`config.mk`:
```
export PLATFORM = sky130hd
export DESIGN_NAME = debug_frame_tx
export DESIGN_NICKNAME = d
export VERILOG_FILES = /design/src/rtl/debug_frame_tx.sv
export SDC_FILE = /design/constraint.sdc
export NUM_CORES = 1
export LEC_CHECK = 0
export BUFFER_PORTS_ARGS = -buffer_cell sky130_fd_sc_hd__buf_2
export CAP_MARGIN = 5
export CORE_UTILIZATION = 50
export DETAILED_ROUTE_END_ITERATION = 7
export HOLD_SLACK_MARGIN = 0.08
export PLACE_DENSITY = 0.74
export SYNTH_ARGS = -nofsm -noshare
export SYNTH_HDL_FRONTEND = slang
export SYNTH_SLANG_ARGS = --single-unit
```
`constraint.sdc`:
```
create_clock -name CLK100MHZ -period 8.7 [get_ports CLK100MHZ]
set_input_delay 0 -clock CLK100MHZ [delete_from_list [all_inputs] [get_ports CLK100MHZ]]
set_output_delay 0 -clock CLK100MHZ [all_outputs]
set_load 0.03 [all_outputs]
```
`src/rtl/debug_frame_tx.sv`:
```
// debug_frame_tx
// Captures a wide debug word on a synchronized rising edge of snap_req and
// streams it to a UART byte transmitter as a framed packet:
//   HDR, SEQ, payload bytes (MSB first), XOR checksum over SEQ and payload.
// One byte moves per tx_valid/tx_ready handshake. All outputs are registered,
// and each output is computed from the next-state values so that it lines up
// with the state it describes.

module debug_frame_tx #(
    parameter int          NBYTES = 8,
    parameter logic [7:0]  HDR    = 8'hA5
) (
    input  logic                  CLK100MHZ,
    input  logic                  rst_n,
    input  logic                  snap_req,
    input  logic [8*NBYTES-1:0]   snap_data,
    output logic [7:0]            tx_data,
    output logic                  tx_valid,
    input  logic                  tx_ready,
    output logic                  busy,
    output logic [7:0]            frame_cnt,
    output logic                  overrun
);

    // Payload index width; at least one bit so NBYTES=1 still has a legal vector.
    localparam int IDX_W = (NBYTES > 1) ? $clog2(NBYTES) : 1;

    typedef enum logic [2:0] {
        ST_IDLE = 3'd0,
        ST_HDR  = 3'd1,
        ST_SEQ  = 3'd2,
        ST_PAY  = 3'd3,
        ST_CHK  = 3'd4
    } state_t;

    // Running checksum fold: 8-bit XOR accumulation.
    function automatic logic [7:0] chk_fold(input logic [7:0] acc, input logic [7:0] b);
        return acc ^ b;
    endfunction

    // Byte i of the shadow word; byte NBYTES-1 is the most significant.
    function automatic logic [7:0] pay_byte(input logic [8*NBYTES-1:0] w,
                                            input logic [IDX_W-1:0]    i);
        return w[{i, 3'b000} +: 8];
    endfunction

    // Synchronizer and edge detector for the CPU-domain request.
    logic s1_q, s2_q, s3_q;
    logic rise_s;
    logic accept_s;

    state_t                 state_q,     state_d;
    logic [8*NBYTES-1:0]    shadow_q,    shadow_d;
    logic [7:0]             seq_q,       seq_d;
    logic [7:0]             chk_q,       chk_d;
    logic [IDX_W-1:0]       idx_q,       idx_d;
    logic [7:0]             frame_cnt_q, frame_cnt_d;
    logic                   overrun_q,   overrun_d;
    logic [7:0]             tx_data_q,   tx_data_d;
    logic                   tx_valid_q,  tx_valid_d;
    logic                   busy_q,      busy_d;

    // Three-flop chain: two for metastability, the third remembers the last level.
    always_ff @(posedge CLK100MHZ or negedge rst_n) begin
        if (!rst_n) begin
            s1_q <= 1'b0;
            s2_q <= 1'b0;
            s3_q <= 1'b0;
        end else begin
            s1_q <= snap_req;
            s2_q <= s1_q;
            s3_q <= s2_q;
        end
    end

    assign rise_s   = s2_q & ~s3_q;
    assign accept_s = tx_valid_q & tx_ready;

    // Next-state, datapath updates and next output values for the framer.
    always_comb begin
        state_d     = state_q;
        shadow_d    = shadow_q;
        seq_d       = seq_q;
        chk_d       = chk_q;
        idx_d       = idx_q;
        frame_cnt_d = frame_cnt_q;
        // A request edge seen while a frame is running is dropped and remembered.
        overrun_d   = overrun_q | (rise_s & (state_q != ST_IDLE));

        case (state_q)
            ST_IDLE: begin
                if (rise_s) begin
                    shadow_d = snap_data;
                    seq_d    = frame_cnt_q;
                    chk_d    = 8'h00;
                    idx_d    = IDX_W'(NBYTES - 1);
                    state_d  = ST_HDR;
                end else begin
                    state_d  = ST_IDLE;
                end
            end
            ST_HDR: begin
                if (accept_s) begin
                    state_d = ST_SEQ;
                end else begin
                    state_d = ST_HDR;
                end
            end
            ST_SEQ: begin
                if (accept_s) begin
                    chk_d   = chk_fold(chk_q, seq_q);
                    state_d = ST_PAY;
                end else begin
                    state_d = ST_SEQ;
                end
            end
            ST_PAY: begin
                if (accept_s) begin
                    chk_d = chk_fold(chk_q, pay_byte(shadow_q, idx_q));
                    if (idx_q == {IDX_W{1'b0}}) begin
                        state_d = ST_CHK;
                    end else begin
                        idx_d   = idx_q - {{(IDX_W-1){1'b0}}, 1'b1};
                        state_d = ST_PAY;
                    end
                end else begin
                    state_d = ST_PAY;
                end
            end
            ST_CHK: begin
                if (accept_s) begin
                    frame_cnt_d = frame_cnt_q + 8'd1;
                    state_d     = ST_IDLE;
                end else begin
                    state_d     = ST_CHK;
                end
            end
            default: begin
                state_d = ST_IDLE;
            end
        endcase

        // Outputs for the coming cycle follow the state being entered, so a
        // stalled byte is recomputed from unchanged registers and stays put.
        tx_valid_d = (state_d != ST_IDLE);
        busy_d     = (state_d != ST_IDLE);
        case (state_d)
            ST_IDLE: tx_data_d = 8'h00;
            ST_HDR:  tx_data_d = HDR;
            ST_SEQ:  tx_data_d = seq_d;
            ST_PAY:  tx_data_d = pay_byte(shadow_d, idx_d);
            ST_CHK:  tx_data_d = chk_d;
            default: tx_data_d = 8'h00;
        endcase
    end

    // Framer state, datapath and registered outputs.
    always_ff @(posedge CLK100MHZ or negedge rst_n) begin
        if (!rst_n) begin
            state_q     <= ST_IDLE;
            shadow_q    <= '0;
            seq_q       <= 8'h00;
            chk_q       <= 8'h00;
            idx_q       <= {IDX_W{1'b0}};
            frame_cnt_q <= 8'h00;
            overrun_q   <= 1'b0;
            tx_data_q   <= 8'h00;
            tx_valid_q  <= 1'b0;
            busy_q      <= 1'b0;
        end else begin
            state_q     <= state_d;
            shadow_q    <= shadow_d;
            seq_q       <= seq_d;
            chk_q       <= chk_d;
            idx_q       <= idx_d;
            frame_cnt_q <= frame_cnt_d;
            overrun_q   <= overrun_d;
            tx_data_q   <= tx_data_d;
            tx_valid_q  <= tx_valid_d;
            busy_q      <= busy_d;
        end
    end

    assign tx_data   = tx_data_q;
    assign tx_valid  = tx_valid_q;
    assign busy      = busy_q;
    assign frame_cnt = frame_cnt_q;
    assign overrun   = overrun_q;

endmodule

```
Word-level counts from Yosys, hierarchy flattened

Index checks and enable logic that the tools add are counted.

Bits in registers: 107
Memory bits (read-only): 0
Word-level logic and storage cells: 56
RAM bits: 0
Input bits: 68
Bits in latches: 0
Output and inout port bits: 19
Memories: 0

Multipliers: 0
Shift-type cells: 2
Divide/modulo/power cells: 0
Equality and inequality tests: 8
Bitwise gates (word level): 7
Reduce and logical (&&, ||, !) cells: 5
Add/sub/neg operators: 2
Order comparisons: 0
Multiplexer cells: 20

Operators with widths:

| operator                                                            | number |
|---|---|
| 64-bit 2-to-1 mux                                                   | 2 |
| 64-bit by 7-bit variable part select with 8-bit output              | 2 |
| 8-bit 2-to-1 mux                                                    | 5 |
| 8-bit one-hot mux with 4 select lines                               | 1 |
| 8-bit one-hot mux with 3 select lines                               | 1 |
| 3-bit 2-to-1 mux                                                    | 6 |
| 8-bit XOR                                                           | 2 |
| 3-bit one-hot mux with 5 select lines                               | 1 |
| 3-bit by 2-bit == test with 1-bit output (second input constant)    | 4 |
| 8-bit by 1-bit adder with 8-bit output (second input constant)      | 1 |
| 3-bit by 1-bit == test with 1-bit output (second input constant)    | 2 |
| 3-bit == test (second input constant)                               | 2 |
| 3-bit zero test                                                     | 2 |
| 3-bit one-hot mux with 2 select lines                               | 1 |
| 3-bit nonzero test                                                  | 2 |
| 1-bit bitwise AND                                                   | 3 |
| 3-bit by 1-bit subtractor with 3-bit output (second input constant) | 1 |
| 1-bit 2-to-1 mux                                                    | 2 |
| 2-bit 2-to-1 mux                                                    | 1 |
| 2-bit AND reduction                                                 | 1 |
| 1-bit NOT                                                           | 1 |
| 1-bit bitwise OR                                                    | 1 |

Longest topological paths before layout

Depth after elaboration: 6
Mapped depth: 13
Depth with buffers taken out: 9

Least setup slack after synthesis

No wires, ideal clock.

Path kind: register to register
From: register idx_q[0]
To: register tx_data_q[2] (netlist: tx_data[2])
Path buffers: 3
Cell stages (with the launch flop): 13
Arrival: 2823 ps
Setup slack: 5749 ps
Clock period less this slack: 2951 ps
Setup time: 129 ps
Data required time: 8571 ps
Cell sequence: dfrtp_1 -> buf_2 -> inv_1 -> ha_1 -> nor2b_1 -> buf_2 -> nor4_4 -> nor3_4 -> inv_2 -> buf_6 -> mux2_4 -> a22o_1 -> a2111o_1

Word-level cells in the longest chain between the ends: 6
Elaborated cells on any way between the ends: 19
Those cells by class: add/sub: 1; eq/ne: 4; shift: 2; mux: 10; bitwise: 1; reduce/logical: 1

Ends and longest elaborated chain:

| element                                                                                        | RTL line | source |
|---|---|---|
| start: declaration                                                                             | 56       | `logic [IDX_W-1:0] idx_q, idx_d;` |
| start signal: assignment                                                                       | 164      | `idx_q <= {IDX_W{1'b0}};` |
| start signal: assignment                                                                       | 175      | `idx_q <= idx_d;` |
| 3-bit by 1-bit subtractor with 3-bit output or 3-bit zero test (tied branches)                 | 123, 120 |  |
| 3-bit 2-to-1 mux                                                                               | 120      | `if (idx_q == {IDX_W{1'b0}}) begin` |
| 3-bit 2-to-1 mux                                                                               | 118      | `if (accept_s) begin` |
| 3-bit one-hot mux with 2 select lines or 3-bit one-hot mux with 5 select lines (tied branches) | 90       | `case (state_q)` |
| 64-bit by 7-bit variable part select with 8-bit output, or another cell as far along           | 44       | `return w[{i, 3'b000} +: 8];` |
| 8-bit one-hot mux with 4 select lines (*)                                                      | 147      | `case (state_d)` |
| via tx_data_d[2]                                                                               | 59       | `logic [7:0] tx_data_q, tx_data_d;` |
| end signal: assignment                                                                         | 178      | `tx_data_q <= tx_data_d;` |
| end: declaration                                                                               | 59       |  |

The timed path passes the listed nets; every way through them passes the cells marked *.
A chain may end at the register's enable or synchronous reset.

Worst setup path in the final report

From: register idx_q[0]
To: register tx_data_q[5] (netlist: tx_data[5])

The elaborated chain is that of the path after synthesis.

==> run summary <==
run status - finished, final reports clean
cells after synthesis - 559
port bufs - 86
Register Area - 0.00268 mm²
CP Launch Type - flop
cell taking the most area after synthesis - dfrtp_1
Initial Utilization - 0.516
Core Box Area - 0.0115 mm²
ys async rst share - 1.00
worst hold path type - in2reg
TritonRoute pass-1 iters - 5
postcts setup bufs - 0
Pins Over Slew Limit - 0
worst path bufs/invs - 2
Via density - 5.92
initial antenna violation count - 0
Max clock buf depth - 2
Yosys cell types - 62
Post-Syn Area - 0.00592 mm²
Die Y-Extent - 111 µm
number of diodes - 0
Slew headroom - 0.296
DR WL/cell - 19.0 µm
Max-Cap Viols - 0
fmax - 0.258 GHz
CTS tree - yes
Synth Register Bits - 107
number of flops mapped to enable cells by yosys - 0
global-route wire length before repair - 26100 µm
slowest CP cell - dfrtp_1
Avg Inst Size Synth - 10.6 µm²
Num CTS Buffers - 9
Final #Nets - 757
final hold viol count - 0
Setup WS post-layout - 4.82 ns
row count - 39
Top Family by Delay on Critical Path - simple AND/OR/NAND/NOR gates
final WL - 15800 µm
Crit Path Class - reg2reg
PwrDens - 354 mW/mm²
FILL cells - 868
Final Core Density - 0.637
Sink Count - 107
die area - 0.0123 mm²
final setup fails - 0
Pwr Total - 0.00258 W
final setup TNS - 0 ns
RSZ-0062 raised after global routing - no
grt ovf - 0
Clock Skew - 0.00942 ns
ranking of synthesized cells by area - dfrtp_1 45%, mux2_2 13%, nand2_1 5.1%
synth cell count leaders - 107 x dfrtp_1, 80 x nand2_1, 68 x mux2_2, 31 x a21oi_1, 26 x mux2i_1
total number of vias - 4941
Setup crit end kind - flop
CP required - 8.92 ns
CP arrival - 4.10 ns
Final HPWL DP - 10600 µm
ANT nets after route - 0
Post-Place Worst Slack - 4.87 ns
worst vdd ir - 164 µV
vias in the first global route - 5114
Ports - 87
area of the multi-input gates - 0.00299 mm²
routability cong. - 0.886
Root Buffer - clkbuf_16
post-synthesis sequential area ratio - 0.452
Clk Latency, worst-skew pair - 0.35 ns
minimum clock period after layout - 3.88 ns
area share of the leading cell type in the synthesized netlist - 0.452
Total GRT Usage - 0.271
Pleak - 3.33 nW
Final period util - 0.446
share of layout cells above drive strength 1 - 0.276
Initial DRC Count - 339
clk slew on worst S/H paths - 0.07 ns
hold_ws - 0.189 ns
peak fanout along the critical path - 23
Die X - 111 µm
cell with the most instances after synthesis - dfrtp_1
Post-route DRC - 0
CP max stage delay - 0.63 ns
Synth Warn # - 0
H-tree depth - 3
top_reg_cell synth - dfrtp_1
CP Cell Sequence - inv_1 > ha_1 > nor2b_1 > nor4_4 > nor3_4 > inv_2 > mux2i_1 > o22ai_1 > or4b_1
syn_nets - 630
maximum number of pins on one net before global-route repair - 85
Slew @ Worst Pin - 1.06 ns
synth-to-layout area growth - 23.4%
logic make-up (layout without fill, tap and decap cells):
family	after synthesis	in the layout	share of synthesized area
XOR/XNOR	7	7	0.0104
AND/OR/NAND/NOR	173	173	0.148
AO/OA/AOI/OAI	114	114	0.136
flip-flops	107	107	0.452
buffers and inverters	52	184	0.0433
adder cells (fa/ha/maj)	3	3	0.00634
multiplexers	103	103	0.204
worst paths after layout:
kind,startpoint,end,slack [ns],cells after the start
worst min-delay path,tx_ready,idx_q[2]$_DFF_PN0_,0.19,5
worst min register to register,s1_q$_DFF_PN0_,s2_q$_DFF_PN0_,0.36,0
worst max-delay path,idx_q[0]$_DFF_PN0_,tx_data[5]$_DFF_PN0_,4.82,9
worst max register to register,idx_q[0]$_DFF_PN0_,tx_data[5]$_DFF_PN0_,4.82,9
min in group asynchronous,rst_n,shadow_q[39]$_DFF_PN0_,0.22,2
max in group asynchronous,rst_n,seq_q[6]$_DFF_PN0_,7.31,3
layout by cell type, fill, tap and decap left out, drive strengths merged, types with 6 or more instances in the layout:
cell type / n
a21oi: 31
a31oi: 8
and3: 7
buf: 88
clkbuf: 10
dfrtp: 107
dlygate4sd3: 66
inv: 16
mux2: 71
mux2i: 26
mux4: 6
nand2: 80
nand2b: 9
nand3: 10
nor2: 17
nor2b: 7
nor3: 8
nor4: 8
o211ai: 19
o21ai: 18
or4: 7
layer usage:
metal  vias up  track usage  part of all wire
met4         0        0.130             0.034
li1       2296            -                 -
met2       227        0.451              0.49
met3        47       0.0372             0.060
met5         -            0                 0
met1      2371        0.349              0.42
sequential cells by signal, summed over array words and instances, names as in the netlist:
| register | count |
|---|---|
| seq_q | 8 |
| frame_cnt | 8 |
| s3_q | 1 |
| s2_q | 1 |
| busy | 1 |
| tx_data | 8 |
| shadow_q | 64 |
| idx_q | 3 |
| chk_q | 8 |
| state_q | 3 |
| s1_q | 1 |
| overrun | 1 |
power breakdown:
group | internal [W] | switching [W] | total, W | leakage (nW)
registers | 0.000701 | 0.000171 | 0.000872 | 1.32
logic | 0.000586 | 0.000713 | 0.00130 | 1.86
clock network | 0.000227 | 0.000187 | 0.000414 | 0.149
total | 0.00151 | 0.00107 | 0.00258 | 3.33
layout make-up:
| class | count | share of cell area |
|---|---|---|
| tap | 143 | 0.0245 |
| sequential | 107 | 0.367 |
| timing repair buffer | 154 | 0.152 |
| multi-input combinational | 400 | 0.409 |
| clock buffer | 10 | 0.0313 |
| clock inverter | 6 | 0.00993 |
| inverter | 14 | 0.00719 |
what timing repair did:
action | in CTS | in global routing
hold endpoints to repair | 117 | 0
hold buffers | 66 | 0
resized for setup | 0 | 0
endpoints found under the setup margin | 0 | 0
per-stage QoR:
step | area (µm²) | instances
after detailed placement | 6340 | 752
after global routing | 7310 | 834
after floorplan | 5920 | 559
after global placement | 6340 | 752
final | 7310 | 834
after CTS | 7310 | 834
worst reg2reg max path: stages (launching register included):
cell and delay, ns:
dfrtp_1 0.63, inv_1 0.21, ha_1 0.21, nor2b_1 0.51
nor4_4 0.15, nor3_4 0.60, inv_2 0.44, mux2i_1 0.33
o22ai_1 0.13, or4b_1 0.55
No activity file was read; power rests on OpenSTA's default activity.
